$ cat src/rtl/gpio_pkg.sv
// Shared definitions for the GPIO edge-interrupt controller.
// Contents: register group indices, group count, words-per-group helper.
package gpio_pkg;

    // Order of the register groups inside the window; each group spans W words.
    typedef enum int unsigned {
        GRP_ENABLE  = 32'd0,
        GRP_RISE    = 32'd1,
        GRP_FALL    = 32'd2,
        GRP_PENDING = 32'd3,
        GRP_STATUS  = 32'd4
    } gpio_grp_e;

    localparam int GROUP_COUNT = 32'd5;

    // Number of bus words needed to hold one bit per pin.
    function automatic int words_for(input int num_io, input int data_width);
        return (num_io + data_width - 32'd1) / data_width;
    endfunction

endpackage

$ cat src/rtl/arilla_bus_if.sv
// Arilla peripheral bus: single outstanding access, controller holds the
// request until ready. data_ctp = controller-to-peripheral write data,
// data_ptc = peripheral-to-controller read data, valid with ready.
interface arilla_bus_if #(
    parameter int AddrWidth = 32,
    parameter int DataWidth = 32
);
    logic                 valid;
    logic                 write;
    logic [AddrWidth-1:0] addr;
    logic [DataWidth-1:0] data_ctp;
    logic [DataWidth-1:0] data_ptc;
    logic                 ready;

    modport peripheral (input valid, write, addr, data_ctp, output data_ptc, ready);
    modport controller (output valid, write, addr, data_ctp, input data_ptc, ready);
endinterface

$ cat src/rtl/gpio_edge_detect.sv
// Per-pin synchronizer, history flop and edge detection.
// Ports: clk, rst (sync active-high), pins_in (async levels),
//        level (synchronized), rise/fall (one-cycle edge flags),
//        armed (high once the chain holds real samples).
module gpio_edge_detect #(
    parameter int NumIO      = 32,
    parameter int SyncStages = 2
)(
    input  logic             clk,
    input  logic             rst,
    input  logic [NumIO-1:0] pins_in,
    output logic [NumIO-1:0] level,
    output logic [NumIO-1:0] rise,
    output logic [NumIO-1:0] fall,
    output logic             armed
);
    // Chain plus history must all be loaded from the pins before an edge
    // means anything; otherwise a pin high at reset looks like a rising edge.
    localparam int ArmCount = SyncStages + 1;
    localparam int CntW     = $clog2(ArmCount + 1);

    logic [SyncStages-1:0][NumIO-1:0] sync_r;
    logic [NumIO-1:0]                 hist_r;
    logic [CntW-1:0]                  cnt_r;

    // Synchronizer chain, history and saturating arm counter.
    always_ff @(posedge clk) begin
        if (rst) begin
            sync_r <= '0;
            hist_r <= '0;
            cnt_r  <= '0;
        end else begin
            sync_r <= {sync_r[SyncStages-2:0], pins_in};
            hist_r <= sync_r[SyncStages-1];
            if (cnt_r != CntW'(ArmCount)) begin
                cnt_r <= cnt_r + CntW'(1);
            end else begin
                cnt_r <= cnt_r;
            end
        end
    end

    assign level = sync_r[SyncStages-1];
    assign rise  = level & ~hist_r;
    assign fall  = ~level & hist_r;
    assign armed = (cnt_r == CntW'(ArmCount));
endmodule

$ cat src/rtl/periph_mem_interface.sv
// Bridges arilla bus accesses to a simple word-indexed register port.
// Ports: clk, rst_n (async active-low), bus (peripheral side),
//        wr_en/word_addr/wdata (write strobe + address to registers),
//        rdata (combinational register read data for word_addr).
// Every access is acknowledged one cycle after it is taken; accesses
// outside the window read 0 and write nothing.
module periph_mem_interface #(
    parameter logic [31:0] BaseAddress = 32'h0000_0000,
    parameter int          SizeWords   = 16,
    parameter int          DataWidth   = 32,
    parameter int          AddrWidth   = 32,
    parameter int          WordAddrW   = $clog2(SizeWords)
)(
    input  logic                 clk,
    input  logic                 rst_n,
    arilla_bus_if.peripheral     bus,
    output logic                 wr_en,
    output logic [WordAddrW-1:0] word_addr,
    output logic [DataWidth-1:0] wdata,
    input  logic [DataWidth-1:0] rdata
);
    localparam int ByteShift = $clog2(DataWidth / 8);
    localparam logic [AddrWidth-1:0] Base = AddrWidth'(BaseAddress);

    logic [AddrWidth-1:0] offset_s;
    logic                 hit_s;
    logic                 access_s;
    logic                 ready_r;
    logic [DataWidth-1:0] rdata_r;

    assign offset_s  = bus.addr - Base;
    assign hit_s     = (bus.addr >= Base) && ((offset_s >> ByteShift) < AddrWidth'(SizeWords));
    // A request is taken only while no acknowledge is outstanding, so a held
    // request is never executed twice.
    assign access_s  = bus.valid & ~ready_r;
    assign wr_en     = access_s & bus.write & hit_s;
    assign word_addr = offset_s[ByteShift +: WordAddrW];
    assign wdata     = bus.data_ctp;

    // Acknowledge and read-data capture.
    always_ff @(posedge clk or negedge rst_n) begin
        if (!rst_n) begin
            ready_r <= 1'b0;
            rdata_r <= '0;
        end else begin
            ready_r <= access_s;
            if (access_s) begin
                rdata_r <= (hit_s && !bus.write) ? rdata : '0;
            end else begin
                rdata_r <= rdata_r;
            end
        end
    end

    assign bus.ready    = ready_r;
    assign bus.data_ptc = rdata_r;
endmodule

$ cat src/rtl/gpio_irq_ctrl.sv
// Edge-triggered interrupt controller for a GPIO bank.
// Ports: clk, rst (sync active-high), pins_in (raw pin levels),
//        bus_interface (arilla peripheral port), irq (registered level irq).
// Window: groups ENABLE, RISE, FALL, PENDING (write-1-to-clear), STATUS,
// each W words; unused words read 0.
module gpio_irq_ctrl
    import gpio_pkg::*;
#(
    parameter logic [31:0] BaseAddress = 32'h0000_0000,
    parameter int          NumIO       = 32,
    parameter int          SyncStages  = 2
)(
    input  logic             clk,
    input  logic             rst,
    input  logic [NumIO-1:0] pins_in,
    arilla_bus_if.peripheral bus_interface,
    output logic             irq
);
    localparam int DataWidth = $bits(bus_interface.data_ctp);
    localparam int AddrWidth = $bits(bus_interface.addr);
    localparam int W         = words_for(NumIO, DataWidth);
    localparam int PadW      = W * DataWidth;
    localparam int SizeWords = 2 ** $clog2(GROUP_COUNT * W);
    localparam int WordAddrW = $clog2(SizeWords);
    localparam logic [PadW-1:0] LowWordMask = PadW'({DataWidth{1'b1}});

    logic                 wr_en_s;
    logic [WordAddrW-1:0] word_addr_s;
    logic [DataWidth-1:0] wdata_s;
    logic [DataWidth-1:0] rdata_s;
    logic [NumIO-1:0]     level_s, rise_s, fall_s;
    logic                 armed_s;

    logic [NumIO-1:0] enable_r, rise_en_r, fall_en_r, pending_r;
    logic [NumIO-1:0] enable_next_s, rise_en_next_s, fall_en_next_s, pending_next_s;
    logic [NumIO-1:0] clear_mask_s, pend_set_s;
    logic [PadW-1:0]  word_mask_s, wdata_rep_s;
    int               grp_s, widx_s;
    logic             irq_r;

    periph_mem_interface #(
        .BaseAddress (BaseAddress),
        .SizeWords   (SizeWords),
        .DataWidth   (DataWidth),
        .AddrWidth   (AddrWidth)
    ) u_mem (
        .clk       (clk),
        .rst_n     (~rst),
        .bus       (bus_interface),
        .wr_en     (wr_en_s),
        .word_addr (word_addr_s),
        .wdata     (wdata_s),
        .rdata     (rdata_s)
    );

    gpio_edge_detect #(
        .NumIO      (NumIO),
        .SyncStages (SyncStages)
    ) u_edge (
        .clk     (clk),
        .rst     (rst),
        .pins_in (pins_in),
        .level   (level_s),
        .rise    (rise_s),
        .fall    (fall_s),
        .armed   (armed_s)
    );

    // Word idx of a pin vector, zero above NumIO.
    function automatic logic [DataWidth-1:0] word_of(input logic [NumIO-1:0] v, input int idx);
        return DataWidth'(PadW'(v) >> (idx * DataWidth));
    endfunction

    // Replace the masked bits of old with data; bits >= NumIO drop out.
    function automatic logic [NumIO-1:0] merge(input logic [NumIO-1:0] old,
                                               input logic [PadW-1:0]  mask,
                                               input logic [PadW-1:0]  data);
        return NumIO'((PadW'(old) & ~mask) | (data & mask));
    endfunction

    // Register decode: read mux, config write merge, pending clear mask.
    always_comb begin
        grp_s          = int'(word_addr_s) / W;
        widx_s         = int'(word_addr_s) % W;
        word_mask_s    = LowWordMask << (widx_s * DataWidth);
        wdata_rep_s    = {W{wdata_s}};
        rdata_s        = '0;
        enable_next_s  = enable_r;
        rise_en_next_s = rise_en_r;
        fall_en_next_s = fall_en_r;
        clear_mask_s   = '0;
        case (grp_s)
            int'(GRP_ENABLE): begin
                rdata_s = word_of(enable_r, widx_s);
                if (wr_en_s) begin
                    enable_next_s = merge(enable_r, word_mask_s, wdata_rep_s);
                end else begin
                    enable_next_s = enable_r;
                end
            end
            int'(GRP_RISE): begin
                rdata_s = word_of(rise_en_r, widx_s);
                if (wr_en_s) begin
                    rise_en_next_s = merge(rise_en_r, word_mask_s, wdata_rep_s);
                end else begin
                    rise_en_next_s = rise_en_r;
                end
            end
            int'(GRP_FALL): begin
                rdata_s = word_of(fall_en_r, widx_s);
                if (wr_en_s) begin
                    fall_en_next_s = merge(fall_en_r, word_mask_s, wdata_rep_s);
                end else begin
                    fall_en_next_s = fall_en_r;
                end
            end
            int'(GRP_PENDING): begin
                rdata_s = word_of(pending_r, widx_s);
                if (wr_en_s) begin
                    clear_mask_s = merge('0, word_mask_s, wdata_rep_s);
                end else begin
                    clear_mask_s = '0;
                end
            end
            int'(GRP_STATUS): begin
                rdata_s = word_of(level_s, widx_s);
            end
            default: begin
                rdata_s = '0;
            end
        endcase
    end

    assign pend_set_s = {NumIO{armed_s}} & enable_r &
                        ((rise_en_r & rise_s) | (fall_en_r & fall_s));
    // Set is ORed in after the clear so a coincident edge is never lost.
    assign pending_next_s = (pending_r & ~clear_mask_s) | pend_set_s;

    // Configuration, pending flags and interrupt output.
    always_ff @(posedge clk) begin
        if (rst) begin
            enable_r  <= '0;
            rise_en_r <= '0;
            fall_en_r <= '0;
            pending_r <= '0;
            irq_r     <= 1'b0;
        end else begin
            enable_r  <= enable_next_s;
            rise_en_r <= rise_en_next_s;
            fall_en_r <= fall_en_next_s;
            pending_r <= pending_next_s;
            irq_r     <= |(pending_next_s & enable_r);
        end
    end

    assign irq = irq_r;
endmodule

$ cat src/flat_wrapper.sv
// flat-port wrapper written by rule: the top's interface ports become plain ports
module gpio_irq_ctrl_flat import gpio_pkg::*;
#(
    parameter logic [31:0] BaseAddress = 32'h0000_0000,
    parameter int          NumIO       = 32,
    parameter int          SyncStages  = 2
)
  (clk, rst, pins_in, irq, bus_interface_valid, bus_interface_write, bus_interface_addr, bus_interface_data_ctp, bus_interface_data_ptc, bus_interface_ready);
  arilla_bus_if #(.AddrWidth(32), .DataWidth(32)) bus_interface_i ();
  input  logic clk;
  input  logic rst;
  input  logic [NumIO-1:0] pins_in;
  output logic irq;
  input wire logic [$bits(bus_interface_i.valid)-1:0] bus_interface_valid;
  input wire logic [$bits(bus_interface_i.write)-1:0] bus_interface_write;
  input wire logic [$bits(bus_interface_i.addr)-1:0] bus_interface_addr;
  input wire logic [$bits(bus_interface_i.data_ctp)-1:0] bus_interface_data_ctp;
  output wire logic [$bits(bus_interface_i.data_ptc)-1:0] bus_interface_data_ptc;
  output wire logic [$bits(bus_interface_i.ready)-1:0] bus_interface_ready;
  assign bus_interface_i.valid = bus_interface_valid;
  assign bus_interface_i.write = bus_interface_write;
  assign bus_interface_i.addr = bus_interface_addr;
  assign bus_interface_i.data_ctp = bus_interface_data_ctp;
  assign bus_interface_data_ptc = bus_interface_i.data_ptc;
  assign bus_interface_ready = bus_interface_i.ready;
  gpio_irq_ctrl #(.BaseAddress(BaseAddress), .NumIO(NumIO), .SyncStages(SyncStages)) u_core (.clk(clk), .rst(rst), .pins_in(pins_in), .bus_interface(bus_interface_i), .irq(irq));
endmodule
$ cat config.mk
export PLATFORM = sky130hd
export DESIGN_NAME = gpio_irq_ctrl_flat
export DESIGN_NICKNAME = d
export VERILOG_FILES = /design/src/rtl/gpio_pkg.sv /design/src/rtl/arilla_bus_if.sv /design/src/rtl/gpio_edge_detect.sv /design/src/rtl/periph_mem_interface.sv /design/src/rtl/gpio_irq_ctrl.sv /design/src/flat_wrapper.sv
export SDC_FILE = /design/constraint.sdc
export NUM_CORES = 1
export LEC_CHECK = 0
export CORE_AREA = 5 5 161 132
export DETAILED_ROUTE_END_ITERATION = 7
export DIE_AREA = 0 0 166 137
export PLACE_DENSITY = 0.89
export RECOVER_POWER = 100
export REMOVE_ABC_BUFFERS = 1
export SYNTH_ARGS = -nofsm -noshare
export SYNTH_HDL_FRONTEND = slang
export SYNTH_SLANG_ARGS = --single-unit
$ cat constraint.sdc
create_clock -name clk -period 2.45 [get_ports clk]
set_input_delay 0.245 -clock clk [delete_from_list [all_inputs] [get_ports clk]]
set_output_delay 0.245 -clock clk [all_outputs]
set_load 0.05 [all_outputs]
# ---- Word level (Yosys, flattened, before mapping)
# Cells that the tools add are included.
dict set report op_classes {
  order_cmp 2
  eq_ne 6
  bitwise_logic 17
  add_sub_neg 1
  reduce_logical 8
  mux 4
}
# cell n
set ops {}
lappend ops {{bitwise AND 32 bit} 8}
lappend ops {{case mux 32 bit (5 select lines)} 1}
lappend ops {{2-to-1 mux 32 bit} 3}
lappend ops {{NOT 32 bit} 3}
lappend ops {{OR 32 bit} 2}
lappend ops {{>= comparator 32 x 1 -> 1 bit (second input constant)} 1}
lappend ops {{zero test 32 bit} 1}
lappend ops {{OR reduction 32 bit} 1}
lappend ops {{< comparator 30 x 4 -> 1 bit (second input constant)} 1}
lappend ops {{== test 3 x 2 -> 1 bit (second input constant)} 2}
lappend ops {{AND reduction 2 bit} 3}
lappend ops {{bitwise AND 1 bit} 3}
lappend ops {{== test 3 x 1 -> 1 bit (second input constant)} 1}
lappend ops {{== test 3 bit (second input constant)} 1}
lappend ops {{adder 2 x 1 -> 2 bit (second input constant)} 1}
lappend ops {{== test 2 bit (second input constant)} 1}
lappend ops {{logical AND 1 bit} 2}
lappend ops {{!= test 2 bit (second input constant)} 1}
lappend ops {{zero test 1 bit} 1}
lappend ops {{NOT 1 bit} 1}
dict set report word_totals {
  regBits 260
  output_inout_bits 34
  in_bits 100
}

# ---- Depth between registers and ports, before layout
dict set report depth {
  word_depth 11
  ltp_mapped 10
  mapped_depth_nobuf 7
}

# ---- Hierarchy
# A second synthesis with hierarchy kept.
dict set report unflattened {
  hier_cells 1355
  hier_area_um2 11871.4
}
# module n_inst cells_per_inst seq_area_each_um2 area_each_um2
set modules_own_cells {}
lappend modules_own_cells {gpio_irq_ctrl 1 853 2582.5 6456.2}
lappend modules_own_cells {gpio_edge_detect 1 306 1961.9 3311.9}
lappend modules_own_cells {periph_mem_interface 1 196 825.8 2103.3}

# ---- Worst setup path after synthesis
# OpenSTA, ideal clock, no wires.
dict set report synth_path {
  kind {register -> register}
  start {register u_core.u_mem.ready_r (netlist: u_core.u_mem.bus.ready)}
  end {register u_core.rise_en_r[10]}
  stages_incl_launch_ff 11
  path_slack_ps 285
  path_buffers 3
  t_required_ps 2318
  setup_time_ps 132
  arrival_time_ps 2033
  cell_sequence {dfrtp_1 -> nand2b_1 -> clkbuf_1 -> inv_2 -> and4_1 -> nand3_1 -> or3_1 -> clkbuf_1 -> buf_2 -> nand2_1 -> a21oi_1}
}
dict set report synth_via {
  elab_chain_cells 5
}
# item line_no
set synth_lines {}
lappend synth_lines {{from (decl)} periph_mem_interface.sv:28} ;# logic ready_r;
lappend synth_lines {{from (signal assigned)} periph_mem_interface.sv:46} ;# ready_r <= access_s;
lappend synth_lines {{NOT 1 bit} periph_mem_interface.sv:35} ;# assign access_s = bus.valid & ~ready_r;
lappend synth_lines {{bitwise AND 1 bit} periph_mem_interface.sv:35}
lappend synth_lines {{net u_core.u_mem.access_s} periph_mem_interface.sv:27} ;# logic access_s;
lappend synth_lines {{bitwise AND 1 bit (2 in series)} periph_mem_interface.sv:36} ;# assign wr_en = access_s & bus.write & hit_s;
lappend synth_lines {{AND reduction 2 bit (no source line)} n/a}
lappend synth_lines {{to (signal assigned)} gpio_irq_ctrl.sv:149} ;# rise_en_r <= rise_en_next_s;
lappend synth_lines {{to (decl)} gpio_irq_ctrl.sv:34} ;# logic [NumIO-1:0] enable_r, rise_en_r, fall_en_r, pending_r;
# The timed path passes the listed nets, and every way through them passes these cells.
# A chain may end at the register's enable or synchronous reset.

# ---- Final worst setup path
dict set report layout_path {
  start {register u_core.u_mem.ready_r (netlist: u_core.u_mem.bus.ready)}
  end {register u_core.rise_en_r[18]}
}
# Same word-level chain as after synthesis.

==> impl_metrics.csv <==
group,metric,value,unit
status,status,"completed",
synth,synth_async_sr_flop_share,12.7,%
power_and_ir_drop,power_density,692,mW/mm^2
sta,min_period,2200,ps
clock_tree,ctsHtreeMaxLevel,1,
synth,yosysSeqAreaShare,51.0,%
synth,synthTopCellsByCount,"nand2_1, dfxtp_1, a21oi_1, nor2b_1, o21ai_0",
setup_path,cp_max_fo,15,
detailed_routing,drc_errors,0,
synth,synth.avg_cell_area,8.40,um^2
setup_path,crit_arrival,2630,ps
sta,slew_headroom,24.5,%
floorplan,die_y,137,um
global_routing,grt_use_total,25.9,%
place,portBuffers,131,
synth,synth_top_area_share,43.2,%
sta,clock.fmax,455,MHz
synth,ys_top_cells_by_area,"dfxtp_1, nand2_1, dfrtp_1",
clock_tree,cts_hold_buffers,0,
setup_path,crit_type,"reg2reg",
layout,final_layout_size_suffix_gt1_share,6.82,%
synth,yosysMostFrequentCell,"nand2_1",
detailed_routing,ant_nets,0,
power_and_ir_drop,finalPower,0.00911,W
worst_hold_path,hold_path_class,"in2async",
setup_path,critPathTopFamily,"simple AND/OR/NAND/NOR gates",
floorplan,start_util,54.0,%
sta,drv_slew,0,
place,dp_hpwl,18.9,mm
clock_tree,clockBufferDepth,3,
synth,synth_top_cell_by_area,"dfxtp_1",
detailed_routing,via_count,9846,
sta,worstMarginPinSlew,1130,ps
synth,synth_area,0.0105,mm^2
setup_path,reg2reg_depth,9,
layout,diodes,0,
clock_tree,clock-sinks,260,
sta,post-route-period-util,89.7,%
global_routing,grt_pass1_vias,9523,
setup_path,crit_path_end_kind,"flop",
setup_path,required,2890,ps
sta,rsz0062_at_grt,"false",
clock_tree,root_buffer,"clkbuf_16",
synth,yosys_register_bits,260,
detailed_routing,totalWireLength,30.5,mm
layout,area_growth,25.0,%
global_routing,antenna_found_initial,0,
setup_path,rr_startpoint,"u_core.u_mem.bus.ready",
synth,synth_cell_types,41,
power_and_ir_drop,ir_drop,0.447,mV
setup_path,r2r_slack,250,ps
layout,nets,1473,
detailed_routing,wire_per_inst,18.4,um
setup_path,crit_buf_inv,3,
floorplan,ios,134,
clock_tree,path_clk_slew,70,ps
floorplan,coreArea,0.0195,mm^2
global_routing,grt.overflow.total,0,
clock_tree,clkLatencyLatePin,530,ps
detailed_routing,first_iter_violations,1235,
place,pre_cts_ws,-184,ps
job,maxCapViolCount,0,
sta,setup_ws,252,ps
setup_path,cp-start-kind,"flop",
synth,synth_edf_count,0,
setup_path,rr_endpoint,"u_core.rise_en_r[18]",
clock_tree,numCtsBuffers,26,
clock_tree,cts_repair_resize_count,0,
floorplan,rows,46,
floorplan,dieArea,0.0227,mm^2
clock_tree,cts_tree,"yes",
power_and_ir_drop,leakage,4.88,nW
setup_path,cp_cell_sequence,"nand2b_1, clkinv_1, and4_1, nand3_1, clkbuf_1, nor3_1, clkbuf_2, nand2_1, a21oi_1",
sta,setup_violations,0,
synth,synth_flop_cell,"dfxtp_1",
setup_path,crit_path_max_incr_delay,450,ps
detailed_routing,vias_per_cell,5.95,
sta,clock_skew,7.99,ps
place,gp_congestion,0.838,
global_routing,grt_max_degree,110,
floorplan,die_w,166,um
synth,yosysWarnings,0,
global_routing,grt_pass1_wl,48.5,mm
clock_tree,postCtsSetupRepairBufs,0,
synth,synthesis.instances,1254,
detailed_routing,drtPass1Iterations,5,
setup_path,critPathSlowestCell,"clkbuf_2",
sta,hold_viol,0,
worst register-to-register path, cell delays in order (launching register included):
cell      delay [ps]
dfrtp_1          390
nand2b_1         180
clkinv_1          60
and4_1           220
nand3_1          130
clkbuf_1         150
nor3_1           210
clkbuf_2         450
nand2_1          160
a21oi_1          170
flip-flops by register name (all words and copies together) (netlist names):
name                       flops
u_core.u_edge.level           32
u_core.u_mem.bus.ready         1
u_core.rise_en_r              32
u_core.u_edge.sync_r          32
u_core.u_edge.hist_r          32
u_core.u_edge.cnt_r            2
u_core.fall_en_r              32
u_core.enable_r               32
u_core.irq                     1
u_core.u_mem.bus.data_ptc     32
u_core.pending_r              32
metrics by stage:
step	instance area (um^2)	TNS [ps]	util, %	instances	hold WS (ps)
after floorplan	10200	-100240	-	1166	314
after global placement	12300	-155	63.1	1608	417
after detailed placement	12300	-184	63.1	1608	423
after CTS	13200	0	67.8	1656	106
after global routing	13200	0	67.4	1656	178
final	13200	0	67.4	1656	110
cells in the final DEF, fill, tap and decap left out, types with 2 or more instances in the layout:
cell type,count
o22ai_1,32
buf_4,26
and3_1,26
clkbuf_8,4
and4_1,4
nor2_1,56
clkbuf_16,27
dlygate4sd3_1,34
bufinv_16,4
nand4_1,9
nand2_1,325
buf_12,9
o21ai_1,16
o31ai_1,6
clkinv_2,4
o21ai_0,72
o31a_1,26
nor4_2,6
clkbuf_2,5
a22oi_1,2
a31oi_1,2
dfxtp_1,227
clkbuf_1,14
nand3_1,39
clkdlybuf4s50_1,95
o21a_1,2
a21oi_1,104
nor2b_1,97
clkinvlp_4,2
mux2i_1,32
nand2b_1,2
dfrtp_1,33
a221oi_1,31
nor3_1,2
layer usage:
| layer | share of wire [%] | up-vias | track usage (%) |
|---|---|---|---|
| met1 | 40 | 4602 | 34.0 |
| met5 | 0 | - | 0 |
| li1 | - | 4541 | - |
| met3 | 11 | 89 | 5.75 |
| met2 | 46 | 614 | 42.8 |
| met4 | 2.8 | 0 | 9.02 |
how the worst max path moves through the flow:
stage                                 from              endpoint  depth (start not counted)  slack [ps]
global route        u_core.u_mem.bus.ready   u_core.rise_en_r[7]                          9         160
floorplan            bus_interface_addr[4]   u_core.fall_en_r[0]                          4       -1360
detailed placement  bus_interface_addr[29]            u_core.irq                          9        -180
finish              u_core.u_mem.bus.ready  u_core.rise_en_r[18]                          9         250
global placement    bus_interface_addr[18]            u_core.irq                          9        -160
CTS                 u_core.u_mem.bus.ready            u_core.irq                          8         270
report_power, final:
part | leakage [nW] | switching, W | internal (W)
Clock | 0.447 | 0.00165 | 0.00257
Combinational | 2.13 | 0.000291 | 0.000247
Sequential | 2.30 | 0.0000421 | 0.00431
cell type report:
| cell class | instances | area (um^2) |
|---|---|---|
| fill | 1488 | 6350 |
| sequential | 260 | 5370 |
| multi-input combinational | 904 | 4800 |
| timing repair buffer | 178 | 1730 |
| clock buffer | 37 | 753 |
| tap | 264 | 330 |
| clock inverter | 11 | 166 |
| inverter | 2 | 7.51 |
kinds of logic (layout without fill, tap and decap cells):
group | count (synthesis) | count (layout) | share of synthesized area [%]
xor gates and xnor gates | 1 | 1 | 0.0832
muxes | 33 | 33 | 3.26
AOI/OAI and AO/OA | 293 | 293 | 16.6
and+or+nand+nor | 576 | 576 | 25.3
buffers and inverters | 90 | 228 | 3.60
adders and majority gates | 1 | 1 | 0.119
DFF | 260 | 260 | 51.0
Note: power is estimated with default switching activity, not from simulation.
